File: src/rtl/axi_demux_pkg.sv
// axi_demux_pkg: shared payload widths, field offsets and response codes for the AXI write demux
package axi_demux_pkg;
  // Fixed-width AW fields between ADDR and USER: LEN8 SIZE3 BURST2 LOCK1 CACHE4 PROT3 QOS4 REGION4
  localparam int AW_FIX_W = 29;
  localparam logic [1:0] RESP_OKAY = 2'b00;
  localparam logic [1:0] RESP_DECERR = 2'b11;
  typedef enum logic [1:0] {DE_IDLE, DE_DATA, DE_RESP} de_state_t;
  // AW = {ID,ADDR,LEN,SIZE,BURST,LOCK,CACHE,PROT,QOS,REGION,USER}
  function automatic int aw_width(input int id_w, input int addr_w, input int user_w);
    return id_w + addr_w + AW_FIX_W + user_w;
  endfunction
  function automatic int aw_addr_lsb(input int user_w);
    return user_w + AW_FIX_W;
  endfunction
  function automatic int aw_id_lsb(input int addr_w, input int user_w);
    return user_w + AW_FIX_W + addr_w;
  endfunction
  // W = {DATA,STRB,LAST,USER}; LAST sits directly above USER
  function automatic int w_width(input int data_w, input int user_w);
    return data_w + data_w / 8 + 1 + user_w;
  endfunction
  function automatic int w_last_bit(input int user_w);
    return user_w;
  endfunction
  // B = {ID,RESP,USER}
  function automatic int b_width(input int id_w, input int user_w);
    return id_w + 2 + user_w;
  endfunction
endpackage

File: src/rtl/axi_route_fifo.sv
// axi_route_fifo: synchronous FIFO holding the slave route of each accepted AW burst
// Ports: ACLK/ARESETn (sync, active-low), push/din write, pop/dout read head, empty flag.
// Caller never pushes when full or pops when empty.
module axi_route_fifo #(
  parameter int WIDTH = 2,
  parameter int DEPTH = 4
) (
  input  logic             ACLK,
  input  logic             ARESETn,
  input  logic             push,
  input  logic [WIDTH-1:0] din,
  input  logic             pop,
  output logic [WIDTH-1:0] dout,
  output logic             empty
);
  localparam int PW = $clog2(DEPTH);
  logic [WIDTH-1:0] mem [DEPTH];
  logic [PW:0] wp, rp;
  always_ff @(posedge ACLK) begin
    if (!ARESETn) begin
      wp <= '0;
      rp <= '0;
    end else begin
      if (push) begin
        mem[wp[PW-1:0]] <= din;
        wp <= wp + (PW+1)'(1);
      end
      if (pop) rp <= rp + (PW+1)'(1);
    end
  end
  assign dout = mem[rp[PW-1:0]];
  assign empty = wp == rp;
endmodule

File: src/rtl/axi_slave_demux_w.sv
// axi_slave_demux_w: 1-to-NUM_SLAVES AXI4 write-path demux with outstanding tracking and W/B routing
// Ports: ACLK, ARESETn (sync, active-low); upstream s2m_AW/W/B with VALID/READY;
//   per-slave m_AW/m_W (broadcast payload), m_AWVALID/m_WVALID/m_BREADY outputs, m_B/m_BVALID/m_AWREADY/m_WREADY inputs.
// Option: define AXI_DEMUX_DECERR_EN to answer unmapped addresses from an internal DECERR slave;
//   otherwise unmapped addresses go to slave NUM_SLAVES-1.
module axi_slave_demux_w
  import axi_demux_pkg::*;
#(
  parameter int NUM_SLAVES = 2,
  parameter int DATA_WIDTH = 64,
  parameter int ADDR_WIDTH = 64,
  parameter int ID_WIDTH = 8,
  parameter int USER_WIDTH = 8,
  parameter int DEC_LSB = 28,
  parameter int SEL_WIDTH = $clog2(NUM_SLAVES),
  parameter int MAX_OUTSTANDING = 4,
  localparam int AW_W = aw_width(ID_WIDTH, ADDR_WIDTH, USER_WIDTH),
  localparam int W_W = w_width(DATA_WIDTH, USER_WIDTH),
  localparam int B_W = b_width(ID_WIDTH, USER_WIDTH)
) (
  input  logic                       ACLK,
  input  logic                       ARESETn,
  input  logic [AW_W-1:0]            s2m_AW,
  input  logic                       s2m_AWVALID,
  output logic                       s2m_AWREADY,
  input  logic [W_W-1:0]             s2m_W,
  input  logic                       s2m_WVALID,
  output logic                       s2m_WREADY,
  output logic [B_W-1:0]             s2m_B,
  output logic                       s2m_BVALID,
  input  logic                       s2m_BREADY,
  output logic [NUM_SLAVES*AW_W-1:0] m_AW,
  output logic [NUM_SLAVES-1:0]      m_AWVALID,
  input  logic [NUM_SLAVES-1:0]      m_AWREADY,
  output logic [NUM_SLAVES*W_W-1:0]  m_W,
  output logic [NUM_SLAVES-1:0]      m_WVALID,
  input  logic [NUM_SLAVES-1:0]      m_WREADY,
  input  logic [NUM_SLAVES*B_W-1:0]  m_B,
  input  logic [NUM_SLAVES-1:0]      m_BVALID,
  output logic [NUM_SLAVES-1:0]      m_BREADY
);
  localparam int CW = $clog2(MAX_OUTSTANDING) + 1;
  localparam int ADDR_LSB = aw_addr_lsb(USER_WIDTH);
  localparam logic [SEL_WIDTH:0] NS = (SEL_WIDTH+1)'(NUM_SLAVES);
  localparam logic [CW-1:0] MAX_CNT = CW'(MAX_OUTSTANDING);
  localparam logic [SEL_WIDTH-1:0] DEF_SEL = SEL_WIDTH'(NUM_SLAVES - 1);
  logic [CW-1:0] cnt;
  logic [SEL_WIDTH-1:0] tgt, aw_idx, aw_sel, h_sel;
  logic tgt_err, aw_err, aw_unmapped, aw_ok, aw_hs, w_last_hs, b_hs, f_empty, h_err, busy;
  logic de_bvalid;
  logic [B_W-1:0] de_b;
  assign aw_idx = s2m_AW[ADDR_LSB+DEC_LSB +: SEL_WIDTH];
  assign aw_unmapped = {1'b0, aw_idx} >= NS;
`ifdef AXI_DEMUX_DECERR_EN
  assign aw_err = aw_unmapped;
  assign aw_sel = aw_idx;
`else
  assign aw_err = 1'b0;
  assign aw_sel = aw_unmapped ? DEF_SEL : aw_idx;
`endif
  assign busy = cnt != '0;
  // Only one target may have bursts in flight, so B responses come back in issue order.
  // The error slave never shares the window with anyone, hence the !aw_err / !tgt_err terms.
  assign aw_ok = ARESETn && cnt < MAX_CNT && (!busy || (aw_sel == tgt && !tgt_err && !aw_err));
  assign s2m_AWREADY = aw_ok && (aw_err || m_AWREADY[aw_sel]);
  assign aw_hs = s2m_AWVALID && s2m_AWREADY;
  assign m_AW = {NUM_SLAVES{s2m_AW}};
  assign m_W = {NUM_SLAVES{s2m_W}};
  axi_route_fifo #(
    .WIDTH(SEL_WIDTH + 1),
    .DEPTH(MAX_OUTSTANDING)
  ) u_route (
    .ACLK   (ACLK),
    .ARESETn(ARESETn),
    .push   (aw_hs),
    .din    ({aw_err, aw_sel}),
    .pop    (w_last_hs),
    .dout   ({h_err, h_sel}),
    .empty  (f_empty)
  );
  assign s2m_WREADY = ARESETn && !f_empty && (h_err || m_WREADY[h_sel]);
  assign w_last_hs = s2m_WVALID && s2m_WREADY && s2m_W[w_last_bit(USER_WIDTH)];
  assign s2m_BVALID = ARESETn && busy && (tgt_err ? de_bvalid : m_BVALID[tgt]);
  assign s2m_B = tgt_err ? de_b : m_B[tgt*B_W +: B_W];
  assign b_hs = s2m_BVALID && s2m_BREADY;
  for (genvar i = 0; i < NUM_SLAVES; i++) begin : g_sl
    assign m_AWVALID[i] = aw_ok && s2m_AWVALID && !aw_err && aw_sel == SEL_WIDTH'(i);
    assign m_WVALID[i] = ARESETn && !f_empty && !h_err && h_sel == SEL_WIDTH'(i) && s2m_WVALID;
    assign m_BREADY[i] = ARESETn && busy && !tgt_err && tgt == SEL_WIDTH'(i) && s2m_BREADY;
  end
  always_ff @(posedge ACLK) begin
    if (!ARESETn) begin
      cnt <= '0;
      tgt <= '0;
      tgt_err <= 1'b0;
    end else begin
      cnt <= cnt + CW'(aw_hs) - CW'(b_hs);
      if (aw_hs) begin
        tgt <= aw_sel;
        tgt_err <= aw_err;
      end
    end
  end
`ifdef AXI_DEMUX_DECERR_EN
  de_state_t de_state, de_next;
  logic [ID_WIDTH-1:0] de_id;
  always_ff @(posedge ACLK) begin
    if (!ARESETn) de_state <= DE_IDLE;
    else de_state <= de_next;
  end
  always_ff @(posedge ACLK) begin
    if (aw_hs && aw_err) de_id <= s2m_AW[aw_id_lsb(ADDR_WIDTH, USER_WIDTH) +: ID_WIDTH];
  end
  // Response is registered: BVALID rises the cycle after the WLAST beat is sunk.
  always_comb begin
    de_next = de_state;
    de_next = (de_state == DE_IDLE && aw_hs && aw_err) ? DE_DATA :
              (de_state == DE_DATA && w_last_hs && h_err) ? DE_RESP :
              (de_state == DE_RESP && b_hs) ? DE_IDLE : de_state;
  end
  assign de_bvalid = de_state == DE_RESP;
  assign de_b = {de_id, RESP_DECERR, {USER_WIDTH{1'b0}}};
`else
  assign de_bvalid = 1'b0;
  assign de_b = '0;
`endif
endmodule

File: config.mk
export PLATFORM = sky130hd
export DESIGN_NAME = axi_slave_demux_w
export DESIGN_NICKNAME = d
export VERILOG_FILES = /design/src/rtl/axi_demux_pkg.sv /design/src/rtl/axi_route_fifo.sv /design/src/rtl/axi_slave_demux_w.sv
export SDC_FILE = /design/constraint.sdc
export NUM_CORES = 1
export LEC_CHECK = 0
export CAP_MARGIN = 20
export CORE_AREA = 8 8 244 246
export DETAILED_ROUTE_END_ITERATION = 8
export DIE_AREA = 0 0 252 254
export GPL_TIMING_DRIVEN = 0
export PLACE_DENSITY_LB_ADDON = 0.08
export SETUP_SLACK_MARGIN = 0.4
export SYNTH_ARGS = -nofsm -noshare
export SYNTH_HDL_FRONTEND = slang
export SYNTH_SLANG_ARGS = --single-unit
export TNS_END_PERCENT = 1
File: constraint.sdc
create_clock -name ACLK -period 2.35 [get_ports ACLK]
set_input_delay 0.235 -clock ACLK [delete_from_list [all_inputs] [get_ports ACLK]]
set_output_delay 0.235 -clock ACLK [all_outputs]
set_load 0.01 [all_outputs]
==> results.txt <==
- The flow ran to the end, but the final reports show violations.
- Violated checks: negative setup slack
- In this run the tool buffered the top-level ports with 455 buffer cells.
* N_diodes: 0
- The critical path is of the register to register type.
* Wirelength per Cell: 15.7 µm
- STA classifies the critical path startpoint as a register.
- For this block, the via count after detailed routing is 4,161.
- Number of nets produced by synthesis: 734
- Achievable clock frequency: 0.399 GHz
- Top cell type by total area after synthesis: sky130_fd_sc_hd__buf_4
- For this design the ratio of total power to cell area is 256 mW/mm².
- Top post-synthesis cells by area: sky130_fd_sc_hd__buf_4 72%, sky130_fd_sc_hd__dfxtp_1 6.0%, sky130_fd_sc_hd__mux2_2 5.4%
- After synthesis, the most frequently instantiated cells are 380 x sky130_fd_sc_hd__buf_4, 19 x sky130_fd_sc_hd__mux2_2, 12 x sky130_fd_sc_hd__dfxtp_1, 11 x sky130_fd_sc_hd__nand2_1.
* Area after detailed placement: 0.00948 mm²
* Most frequent cell after synthesis: sky130_fd_sc_hd__buf_4
- The finished cells cover 0.00960 mm².
* Initial DRT Pass Iterations: 4
- Counting flops with a built-in enable in the synthesized netlist gives 4.
- On the worst path, the slowest cell contributes a delay of 0.34 ns.
- Max clock buf depth: 2
- Unrepaired setup endpoints after global routing: yes
- After technology mapping, the gate count stands at 489.
* Core Area: 0.0557 mm²
- Measured against its own limit, the worst slew margin works out to 55.4%.
* Time the final worst path needs with I/O delays and setup: 2.51 ns
- After synthesis the cells add up to 0.00397 mm².
* Number of placement rows: 87
* Tightest Hold Check Type: register to register
- Crit path arrival time: 2.65 ns
* Clock-pin slew on the worst setup and hold paths: 0.05 ns
- Distinct cell type count of the synthesized netlist: 31
* Clock tree from TritonCTS: built
- CP max FO: 3
- Leakage: 4.13 nW
- Final estimated routing congestion in global placement: 0.727
- After legalization and detailed placement, the total HPWL measured 25.6 mm.
* Slew at the pin closest to its max-slew limit: 0.669 ns
- Setup slack on the critical path of the routed design comes to -0.157 ns.
* Data required time of the critical path: 2.49 ns
- Global routing used 7.45% of the available tracks across all layers.
- In the finished design, the share of the clock period the worst path needs comes to 107%.
* Crit-path slowest cell: sky130_fd_sc_hd__dfxtp_2
- For this run, the register share of the synthesized area comes to 9.07%.
- Average size of a mapped cell: 8.12 µm²
- First-pass GRT wire length: 34.8 mm
* Filler Cells Inserted: 6,326
- Total Routed Length: 26.8 mm
* Number of levels in the clock H-tree: 1
* Inserted Clock Buffers: 3
- The die covers 0.0640 mm².
- The tree built by TritonCTS fans out to 16 sinks.
- Via density per instance: 2.44
- Cells after DPL: 1,700
- On the final layout, the worst hold slack is 0.479 ns.
* Share of cells above drive strength 1: 44.0%
- Yosys printed 0 warnings.
- Capturing element type of the critical path: register
* Area growth from synthesis to layout: 142%
- The max-slew violation count came to 0.
* Total global routing overflow: 0
- Share of synthesized registers carrying an async set or reset: 0%
- Entering global routing, the biggest net connects 12 pins.
- Clk_skew: 0.00185 ns
* Share of the synthesized area in the top cell type: 71.8%
* Final Hold Vio Count: 0
- Worst-case vdd ir drop: 0.000155 V
- In this run the vertical extent of the chip is 254 µm.
* Most common flop cell mapped by yosys: sky130_fd_sc_hd__dfxtp_1
* DRC violation count after routing: 0
- Initial Utilization: 7.13%
* Die boundary width: 252 µm
* CTS root buf: sky130_fd_sc_hd__clkbuf_16
* Max-cap violations: 0
* Clock latency reported for the late side of the worst-skew pair: 0.25 ns
- Setup violations remaining at the end of the flow were counted as 14.
- The number of global-route vias before repair came to 4,610.
- List of cells traversed by the critical path: or2_4, o21a_1, nor2b_1, and2_1, ha_1, inv_1, ha_1, inv_1, fa_2, xnor2_1, xnor2_1, and2_1
- Count of antenna-violating nets left after detailed routing: 0
* Number of register bits inferred by synthesis: 16
- Final cell count without fillers: 1,706
* Number of top-level design ports: 644
* Initial antenna violation count: 0
- After the last flow step, the layout net total stands at 1,196.
- Drt first-iter violations: 46
## logic make-up (layout without fill, tap and decap cells)
| logic type | after synthesis | after routing | share of synthesized area, % |
|---|---|---|---|
| adders and majority gates | 8 | 8 | 2.71 |
| DFF | 16 | 16 | 9.07 |
| buffers and inverters | 391 | 852 | 72.9 |
| and+or+nand+nor | 34 | 34 | 4.76 |
| muxes | 27 | 27 | 7.72 |
| xor gates and xnor gates | 6 | 6 | 1.32 |
| AOI/OAI and AO/OA | 7 | 7 | 1.54 |
## per-stage QoR
step	TNS [ns]	total power [mW]	utilization, %	setup WS (ns)
2_1_floorplan	-0.134	1.18	-	-0.134
3_3_place_gp	-4.11	2.18	17.0	-1.20
3_5_place_dp	-3.99	2.16	17.0	-1.17
4_1_cts	-2.12	2.53	17.2	-0.206
5_1_grt	-3.28	2.61	17.2	-0.323
6_report	-0.545	2.46	17.2	-0.157
## report_power, final
part	switching (mW)	internal, mW	total [mW]
clock network	0.114	0.226	0.340
logic	0.612	1.19	1.80
registers	0.0199	0.303	0.323
## final timing paths
check,start,end,slack (ns),cells past startpoint
setup / recovery,cnt[1],cnt[2],-0.16,12
hold reg to reg,u_route.rp[2],u_route.rp[2],0.48,1
hold / removal,u_route.rp[2],u_route.rp[2],0.48,1
setup reg to reg,cnt[1],cnt[2],-0.16,12
## cell type report
type	instances	area [µm²]	area share [%]
buffer	384	2870	29.9
clock buffer	3	75.1	0.782
clock inverter	1	3.75	0.0391
inverter	7	26.3	0.274
multi-input combinational	82	748	7.79
sequential	16	362	3.77
tap	756	946	9.85
timing repair buffer	457	4570	47.6
## critical path, delay by kind of cell (launching register included)
| family | cells | cell delay [ns] |
|---|---|---|
| adder cells (fa/ha/maj) | 3 | 0.76 |
| XOR/XNOR | 2 | 0.26 |
| buffers and inverters | 2 | 0.11 |
| AO/OA/AOI/OAI | 1 | 0.21 |
| flip-flops | 1 | 0.34 |
| AND/OR/NAND/NOR | 4 | 0.74 |
## cell usage in the layout, fill, tap and decap left out, types with 2 or more instances in the layout
| master | netlist | final |
|---|---|---|
| sky130_fd_sc_hd__mux2_2 | 19 | 18 |
| sky130_fd_sc_hd__xnor2_1 | 5 | 5 |
| sky130_fd_sc_hd__nor2_1 | 2 | 2 |
| sky130_fd_sc_hd__buf_1 | 0 | 2 |
| sky130_fd_sc_hd__nor2b_1 | 3 | 3 |
| sky130_fd_sc_hd__o21ai_0 | 3 | 3 |
| sky130_fd_sc_hd__and2_1 | 7 | 7 |
| sky130_fd_sc_hd__edfxtp_1 | 4 | 4 |
| sky130_fd_sc_hd__ha_1 | 7 | 7 |
| sky130_fd_sc_hd__dfxtp_1 | 12 | 11 |
| sky130_fd_sc_hd__dlygate4sd2_1 | 0 | 2 |
| sky130_fd_sc_hd__inv_1 | 7 | 7 |
| sky130_fd_sc_hd__mux2i_1 | 7 | 7 |
| sky130_fd_sc_hd__nand2_1 | 11 | 10 |
| sky130_fd_sc_hd__buf_4 | 380 | 382 |
| sky130_fd_sc_hd__clkbuf_16 | 0 | 3 |
| sky130_fd_sc_hd__clkdlybuf4s50_1 | 0 | 450 |
| sky130_fd_sc_hd__clkdlybuf4s15_2 | 0 | 2 |
| sky130_fd_sc_hd__and3_1 | 3 | 3 |
## per-layer routing
| layer | part of all wire (%) | global-route usage, % | up-vias |
|---|---|---|---|
| met1 | 28 | 6.13 | 1837 |
| li1 | - | - | 2057 |
| met3 | 11 | 3.44 | 5 |
| met2 | 61 | 16.3 | 262 |
| met5 | 0 | 0 | - |
| met4 | 0.14 | 0.347 | 0 |
## repair_timing
| action | in CTS | in global routing |
|---|---|---|
| resized for setup | 19 | 3 |
| endpoints found under the setup margin | 39 | 28 |
| pin swaps | 1 | 1 |
| setup buffers | 2 | 0 |
| hold buffers | 0 | 0 |
(Power assumes the default switching activity.)
